### src/rtl/code_lock_pkg.sv
// Shared types and constants for the RGB code-lock controller.
package code_lock_pkg;

  localparam int CODE_LEN = 4;

  typedef logic [2:0] symbol_t;
  typedef symbol_t [CODE_LEN-1:0] code_t;

  localparam symbol_t SYM_RED   = 3'b100;
  localparam symbol_t SYM_GREEN = 3'b010;
  localparam symbol_t SYM_BLUE  = 3'b001;

  typedef enum logic [2:0] {
    ST_IDLE     = 3'd0,
    ST_ENTER    = 3'd1,
    ST_CHECK    = 3'd2,
    ST_UNLOCKED = 3'd3,
    ST_PROGRAM  = 3'd4,
    ST_LOCKOUT  = 3'd5
  } state_t;

  // Width needed to hold the larger of the two hold/lockout periods.
  function automatic int timer_width(input int a, input int b);
    int m;
    m = (a > b) ? a : b;
    return (m < 2) ? 1 : $clog2(m);
  endfunction

endpackage

### src/rtl/code_lock_if.sv
// User-side signals of the code lock: request/symbol inputs and status outputs.
interface code_lock_if;
  import code_lock_pkg::*;

  // Level-sampled inputs: Start/Prog/symbols are taken on every rising edge
  // in the states that use them; there is no valid/ready handshake.
  logic       Start;
  logic       Red;
  logic       Green;
  logic       Blue;
  logic       Prog;
  logic       U;
  logic       Locked;
  logic       Busy;
  logic       Fail;
  logic [1:0] FailCnt;
  state_t     dbg_state;

  modport master (
    output Start, Red, Green, Blue, Prog,
    input  U, Locked, Busy, Fail, FailCnt, dbg_state
  );

  modport slave (
    input  Start, Red, Green, Blue, Prog,
    output U, Locked, Busy, Fail, FailCnt, dbg_state
  );
endinterface

### src/rtl/code_timer.sv
// Loadable down-counter with enable and zero flag, shared by unlock hold and lockout.
module code_timer #(
  parameter int W = 4
) (
  input  logic         clk,
  input  logic         rst_n,
  input  logic         load,
  input  logic [W-1:0] load_value,
  input  logic         en,
  output logic         zero
);

  logic [W-1:0] count;

  always_ff @(posedge clk or negedge rst_n) begin
    if (!rst_n) begin
      count <= '0;
    end else if (load) begin
      count <= load_value;
    end else if (en && (count != '0)) begin
      count <= count - W'(1);
    end
  end

  assign zero = (count == '0);

endmodule

### src/rtl/code_lock_controller.sv
// Code-lock sequencer: symbol entry, compare, fail counting, lockout, unlock hold, reprogramming.
module code_lock_controller
  import code_lock_pkg::*;
#(
  parameter int    MAX_FAIL       = 3,
  parameter int    LOCKOUT_CYCLES = 1000,
  parameter int    UNLOCK_CYCLES  = 50,
  parameter code_t DEFAULT_CODE   = 12'b110_001_010_100
) (
  input  logic     Clk,
  input  logic     Rst,
  code_lock_if.slave bus
);

  localparam int TMR_W = timer_width(LOCKOUT_CYCLES, UNLOCK_CYCLES);
  localparam int IDX_W = $clog2(CODE_LEN);

  state_t           state, state_n;
  logic [IDX_W-1:0] idx, idx_n;
  code_t            entry, entry_n;
  code_t            shadow, shadow_n;
  code_t            code_reg, code_n;
  logic [1:0]       fail_cnt, fail_cnt_n;
  logic             fail_q, fail_n;

  logic             tmr_load;
  logic [TMR_W-1:0] tmr_value;
  logic             tmr_en;
  logic             tmr_zero;

  symbol_t          sym;
  logic [2:0]       cnt_inc;
  logic             last_sym;

  assign sym      = {bus.Red, bus.Green, bus.Blue};
  assign cnt_inc  = {1'b0, fail_cnt} + 3'd1;
  assign last_sym = (idx == IDX_W'(CODE_LEN - 1));

  code_timer #(.W(TMR_W)) u_timer (
    .clk        (Clk),
    .rst_n      (Rst),
    .load       (tmr_load),
    .load_value (tmr_value),
    .en         (tmr_en),
    .zero       (tmr_zero)
  );

  always_ff @(posedge Clk or negedge Rst) begin
    if (!Rst) begin
      state    <= ST_IDLE;
      idx      <= '0;
      entry    <= '0;
      shadow   <= '0;
      code_reg <= DEFAULT_CODE;
      fail_cnt <= '0;
      fail_q   <= 1'b0;
    end else begin
      state    <= state_n;
      idx      <= idx_n;
      entry    <= entry_n;
      shadow   <= shadow_n;
      code_reg <= code_n;
      fail_cnt <= fail_cnt_n;
      fail_q   <= fail_n;
    end
  end

  always_comb begin
    state_n    = state;
    idx_n      = idx;
    entry_n    = entry;
    shadow_n   = shadow;
    code_n     = code_reg;
    fail_cnt_n = fail_cnt;
    fail_n     = 1'b0;
    tmr_load   = 1'b0;
    tmr_value  = '0;
    tmr_en     = 1'b0;

    unique case (state)
      ST_IDLE: begin
        if (bus.Start) begin
          state_n = ST_ENTER;
          idx_n   = '0;
        end
      end

      ST_ENTER: begin
        entry_n[idx] = sym;
        idx_n        = idx + IDX_W'(1);
        if (last_sym) state_n = ST_CHECK;
      end

      ST_CHECK: begin
        if (entry == code_reg) begin
          state_n    = ST_UNLOCKED;
          fail_cnt_n = '0;
          tmr_load   = 1'b1;
          tmr_value  = TMR_W'(UNLOCK_CYCLES - 1);
        end else begin
          fail_n = 1'b1;
          // The count only reaches MAX_FAIL on the way into lockout.
          if (cnt_inc >= 3'(MAX_FAIL)) begin
            state_n    = ST_LOCKOUT;
            fail_cnt_n = 2'(MAX_FAIL);
            tmr_load   = 1'b1;
            tmr_value  = TMR_W'(LOCKOUT_CYCLES - 1);
          end else begin
            state_n    = ST_IDLE;
            fail_cnt_n = cnt_inc[1:0];
          end
        end
      end

      ST_UNLOCKED: begin
        if (bus.Prog) begin
          state_n = ST_PROGRAM;
          idx_n   = '0;
        end else if (bus.Start || tmr_zero) begin
          state_n = ST_IDLE;
        end else begin
          tmr_en = 1'b1;
        end
      end

      ST_PROGRAM: begin
        shadow_n[idx] = sym;
        idx_n         = idx + IDX_W'(1);
        // Commit all symbols at once so an aborted entry leaves the code intact.
        if (last_sym) begin
          code_n  = shadow_n;
          state_n = ST_IDLE;
        end
      end

      ST_LOCKOUT: begin
        if (tmr_zero) begin
          state_n    = ST_IDLE;
          fail_cnt_n = '0;
        end else begin
          tmr_en = 1'b1;
        end
      end

      default: state_n = ST_IDLE;
    endcase
  end

  assign bus.U         = (state == ST_UNLOCKED);
  assign bus.Locked    = (state == ST_LOCKOUT);
  assign bus.Busy      = (state == ST_ENTER) || (state == ST_CHECK) || (state == ST_PROGRAM);
  assign bus.Fail      = fail_q;
  assign bus.FailCnt   = fail_cnt;
  assign bus.dbg_state = state;

endmodule

### src/flat_wrapper.sv
// flat-port wrapper written by rule: the top's interface ports become plain ports
module code_lock_controller_flat import code_lock_pkg::*;
#(
  parameter int    MAX_FAIL       = 3,
  parameter int    LOCKOUT_CYCLES = 1000,
  parameter int    UNLOCK_CYCLES  = 50,
  parameter code_t DEFAULT_CODE   = 12'b110_001_010_100
)
  (Clk, Rst, bus_Start, bus_Red, bus_Green, bus_Blue, bus_Prog, bus_U, bus_Locked, bus_Busy, bus_Fail, bus_FailCnt, bus_dbg_state);
  code_lock_if bus_i ();
  input  logic Clk;
  input  logic Rst;
  input wire logic [$bits(bus_i.Start)-1:0] bus_Start;
  input wire logic [$bits(bus_i.Red)-1:0] bus_Red;
  input wire logic [$bits(bus_i.Green)-1:0] bus_Green;
  input wire logic [$bits(bus_i.Blue)-1:0] bus_Blue;
  input wire logic [$bits(bus_i.Prog)-1:0] bus_Prog;
  output wire logic [$bits(bus_i.U)-1:0] bus_U;
  output wire logic [$bits(bus_i.Locked)-1:0] bus_Locked;
  output wire logic [$bits(bus_i.Busy)-1:0] bus_Busy;
  output wire logic [$bits(bus_i.Fail)-1:0] bus_Fail;
  output wire logic [$bits(bus_i.FailCnt)-1:0] bus_FailCnt;
  output wire logic [$bits(bus_i.dbg_state)-1:0] bus_dbg_state;
  assign bus_i.Start = bus_Start;
  assign bus_i.Red = bus_Red;
  assign bus_i.Green = bus_Green;
  assign bus_i.Blue = bus_Blue;
  assign bus_i.Prog = bus_Prog;
  assign bus_U = bus_i.U;
  assign bus_Locked = bus_i.Locked;
  assign bus_Busy = bus_i.Busy;
  assign bus_Fail = bus_i.Fail;
  assign bus_FailCnt = bus_i.FailCnt;
  assign bus_dbg_state = bus_i.dbg_state;
  code_lock_controller #(.MAX_FAIL(MAX_FAIL), .LOCKOUT_CYCLES(LOCKOUT_CYCLES), .UNLOCK_CYCLES(UNLOCK_CYCLES), .DEFAULT_CODE(DEFAULT_CODE)) u_core (.Clk(Clk), .Rst(Rst), .bus(bus_i));
endmodule
### config.mk
export PLATFORM = sky130hd
export DESIGN_NAME = code_lock_controller_flat
export DESIGN_NICKNAME = d
export VERILOG_FILES = /design/src/rtl/code_lock_pkg.sv /design/src/rtl/code_lock_if.sv /design/src/rtl/code_timer.sv /design/src/rtl/code_lock_controller.sv /design/src/flat_wrapper.sv
export SDC_FILE = /design/constraint.sdc
export NUM_CORES = 1
export LEC_CHECK = 0
export ABC_CLOCK_PERIOD_IN_PS = 4050
export CORE_ASPECT_RATIO = 2
export CORE_UTILIZATION = 56
export CTS_CLUSTER_SIZE = 24
export DETAILED_ROUTE_END_ITERATION = 10
export PLACE_DENSITY = 0.76
export SYNTH_ARGS = -nofsm -noshare
export SYNTH_HDL_FRONTEND = slang
export SYNTH_SLANG_ARGS = --single-unit
### constraint.sdc
create_clock -name Clk -period 4.05 [get_ports Clk]
set_input_delay 0.81 -clock Clk [delete_from_list [all_inputs] [get_ports Clk]]
set_output_delay 0.81 -clock Clk [all_outputs]
set_load 0.005 [all_outputs]
==> impl_results.md <==
- CTS tree: done
- Slew Limit Headroom: between 20% and 30%
- Hold Path Origin: u_core.code_reg[11]$_DFFE_PN1P_
- R2R Setup Slk: about 1.6 ns
- Non-filler instance count after layout: ~320
- Max-Cap Viols: 0
- Vias in the first global route: between 2,000 and 2,500
- Average wire per standard cell: ~18 um
- Synthesized flop and latch total: 51
- Grt total ovfl: 0
- RSZ-0062 raised after global routing: false
- I/O Pins: 16
- Core Util, Final: approximately 65%
- Post-Route WL: around 6000 um
- Critical Path Fanout Max: 14
- Reg2reg path depth: 4
- Root Buffer: clkbuf_8
- Mapped cell area: between 0.002 and 0.003 mm^2
- Layout Area Growth over Synthesis: 10.4%
- Fill cells: 383
- Post-Syn Instances: 255
- CP Capture Type: output pin
- Worst r2r src: u_core.bus.dbg_state[0]$_DFFE_PN0P_
- CTS Sinks: 51
- Starting DRC count in detailed routing: between 40 and 50
- H-tree Lvls: 2
- Post-CTS Resized: 0
- Synth cell types: between 40 and 50
- Hold path cells: 2
- Startpoint types: register
- Final setup vio count: 0
- CTS max path bufs: 2
- Input/output buffers: 15
- Initial antenna violation count: 0
- TritonRoute pass-1 iters: 4
- Detailed Place HPWL: 4270 um
- EDFF count, synth: 0
- Inst Count DP: 313
- Fmax: about 350 MHz
- Slowest CP cell: dfrtp_1
- Share of cells above drive strength 1: about 14%
- Hold Buf Count CTS: 0
- Via density: between 6 and 7
- DIE AREA: approximately 0.0051 mm^2
- Vert. Die Dim: between 100 and 150 um
- Initial Util: 58.6%
- CP Buf/Inv Count: 1
- Final min period: ~2.9 ns
- Crit-path cells: nor2b_1 > nor2_1 > o21ai_0 > clkdlybuf4s50_1
- N_diodes: 0
- Post-DRT Antenna Nets: 0
- Routed via count: around 2,000
- Total track usage: 26.0%
- Clock skew: 0.00696 ns
- Pin count of the biggest net entering global routing: 52
- Avg Cell Area, Syn: roughly 11 um^2
- DIE WIDTH: slightly above 50 um
- Crit Reg-Reg Endpoint: u_core.u_timer.count[5]$_DFFE_PN0P_
- Sequential share of the synthesized area: 47.6%
- Final TNS setup: 0 ns
- Max IR drop VDD: approximately 510 uV
- DRC: 0
- Crit-path max cell delay: ~0.61 ns
- Post-CTS setup buffer count: 0
- Slew Limit Fails: 0
- LEAKAGE: about 1.2 nW
- Critical path required time: 3.24 ns
- WP data arrival: 2.05 ns
- Worst hold path class: register to register
- Clk_lat worst skew: roughly 0.30 ns
- First-pass GRT wire length: between 9000 and 10,000 um
- Status: complete, no violations
- Min-Delay Endpoint: u_core.code_reg[11]$_DFFE_PN1P_
- Reg clk slew, reported paths: 0.09 ns
- Row cnt: 35
- Delay-heaviest family, CP: flip-flops
- Total CTS buffers: 5
- Fin nets: ~280
- PwrDens: ~700 mW/mm^2
- Async SR Flop Fraction: 100%
- Hold violation total from the final report: 0
- Final period util: slightly above 70%
- Synth Warn #: 0
- Worst-Margin Slew: 1.12 ns
- Gpl congestion: ~0.89
- Kind of critical path: register to output pin
- Post-synthesis net count: 268
- Core ar.: around 0.0046 mm^2
- Synth Flop Type: dfrtp_1
## through the flow
stage               hold WS [ns]  power, mW  setup WS, ns  instance area, um^2
floorplan                  0.446       1.50          1.69                 2690
global placement           0.454       1.72          1.19                 2870
detailed placement         0.467       1.75          1.08                 2870
CTS                        0.481       2.11          1.21                 2970
global route               0.502       2.24          1.02                 2970
finish                     0.482       2.10          1.19                 2970
## cell families (layout without fill, tap and decap cells)
family          Yosys count  in the layout  share of synthesized area, %
mux                      31             31                          12.5
buf+inv                  20             31                          2.79
simple gates             90             90                          18.8
flops                    51             51                          47.6
compound gates           45             45                          11.5
fa+ha+maj                 6              6                          2.79
xor+xnor                 12             12                          3.90
## worst max path at each step
| stage | from | to | cells past startpoint |
|---|---|---|---|
| floorplan | bus_Prog | u_core.u_timer.count[3]$_DFFE_PN0P_ | 4 |
| finish | u_core.bus.dbg_state[1]$_DFFE_PN0P_ | bus_Busy | 4 |
| global placement | bus_Prog | u_core.u_timer.count[3]$_DFFE_PN0P_ | 5 |
| global route | u_core.bus.dbg_state[2]$_DFFE_PN0P_ | bus_Busy | 4 |
| detailed placement | bus_Prog | u_core.u_timer.count[3]$_DFFE_PN0P_ | 5 |
| CTS | u_core.bus.dbg_state[2]$_DFFE_PN0P_ | bus_Busy | 4 |
## cells in the mapped netlist (2+ instances only)
master / count / area (um^2)
a211o_1: 2 / 17.5
a211oi_1: 3 / 22.5
a21oi_1: 4 / 20.0
a311oi_1: 2 / 17.5
and2_1: 3 / 18.8
and3_1: 7 / 43.8
clkbuf_1: 12 / 45.0
dfrtp_1: 46 / 1150
dfstp_2: 5 / 131
ha_1: 6 / 75.1
inv_1: 7 / 26.3
mux2_2: 22 / 248
mux2i_1: 9 / 90.1
nand2_1: 26 / 97.6
nand3_1: 7 / 35.0
nand4_1: 4 / 25.0
nor2_1: 6 / 22.5
nor2b_1: 5 / 31.3
nor3_1: 9 / 45.0
nor3b_1: 3 / 22.5
nor4_1: 4 / 25.0
o211ai_1: 2 / 15.0
o21ai_0: 16 / 80.1
o31ai_1: 3 / 22.5
o41ai_1: 2 / 17.5
or4_1: 6 / 45.0
xnor2_1: 12 / 105
## layout by cell type, fill, tap and decap left out, types with 6 or more instances in the layout
cell type	count
and3_1	7
clkdlybuf4s50_1	14
dfrtp_1	46
ha_1	6
inv_1	7
mux2_2	22
mux2i_1	9
nand2_1	26
nand3_1	7
nor2_1	6
nor3_1	9
o21ai_0	16
or4_1	6
xnor2_1	12
## final cells by class
type	instances	area [um^2]	area share [%]
clock buffers	7	76.3	2.57
clock inverters	1	30.0	1.01
inverters	7	26.3	0.884
multi-input cells	184	1340	44.9
flip-flops and latches	51	1280	43.2
well taps	55	68.8	2.32
repair buffers	16	153	5.14
## report_power, final
part	leakage (nW)	internal, mW	total, mW	switching (mW)
Combinational	0.589	0.437	0.808	0.371
Clock	0.0524	0.185	0.346	0.161
Sequential	0.580	0.733	0.941	0.208
Total	1.22	1.36	2.10	0.740
## worst register-to-register path, cell delays in order, from the launching register on
cell,delay (ns)
dfrtp_1,0.81
or3b_1,0.51
or4_1,0.45
o21ai_0,0.15
or4b_1,0.44
## metal layers
metal / track usage (%) / vias up / share of wire [%]
met2: 48.0 / 55 / 57
met3: 2.88 / 19 / 2.2
li1: - / 961 / -
met4: 13.9 / 0 / 4.4
met1: 27.5 / 1007 / 37
met5: 0 / - / 0
No activity file was read; power rests on OpenSTA's default activity.
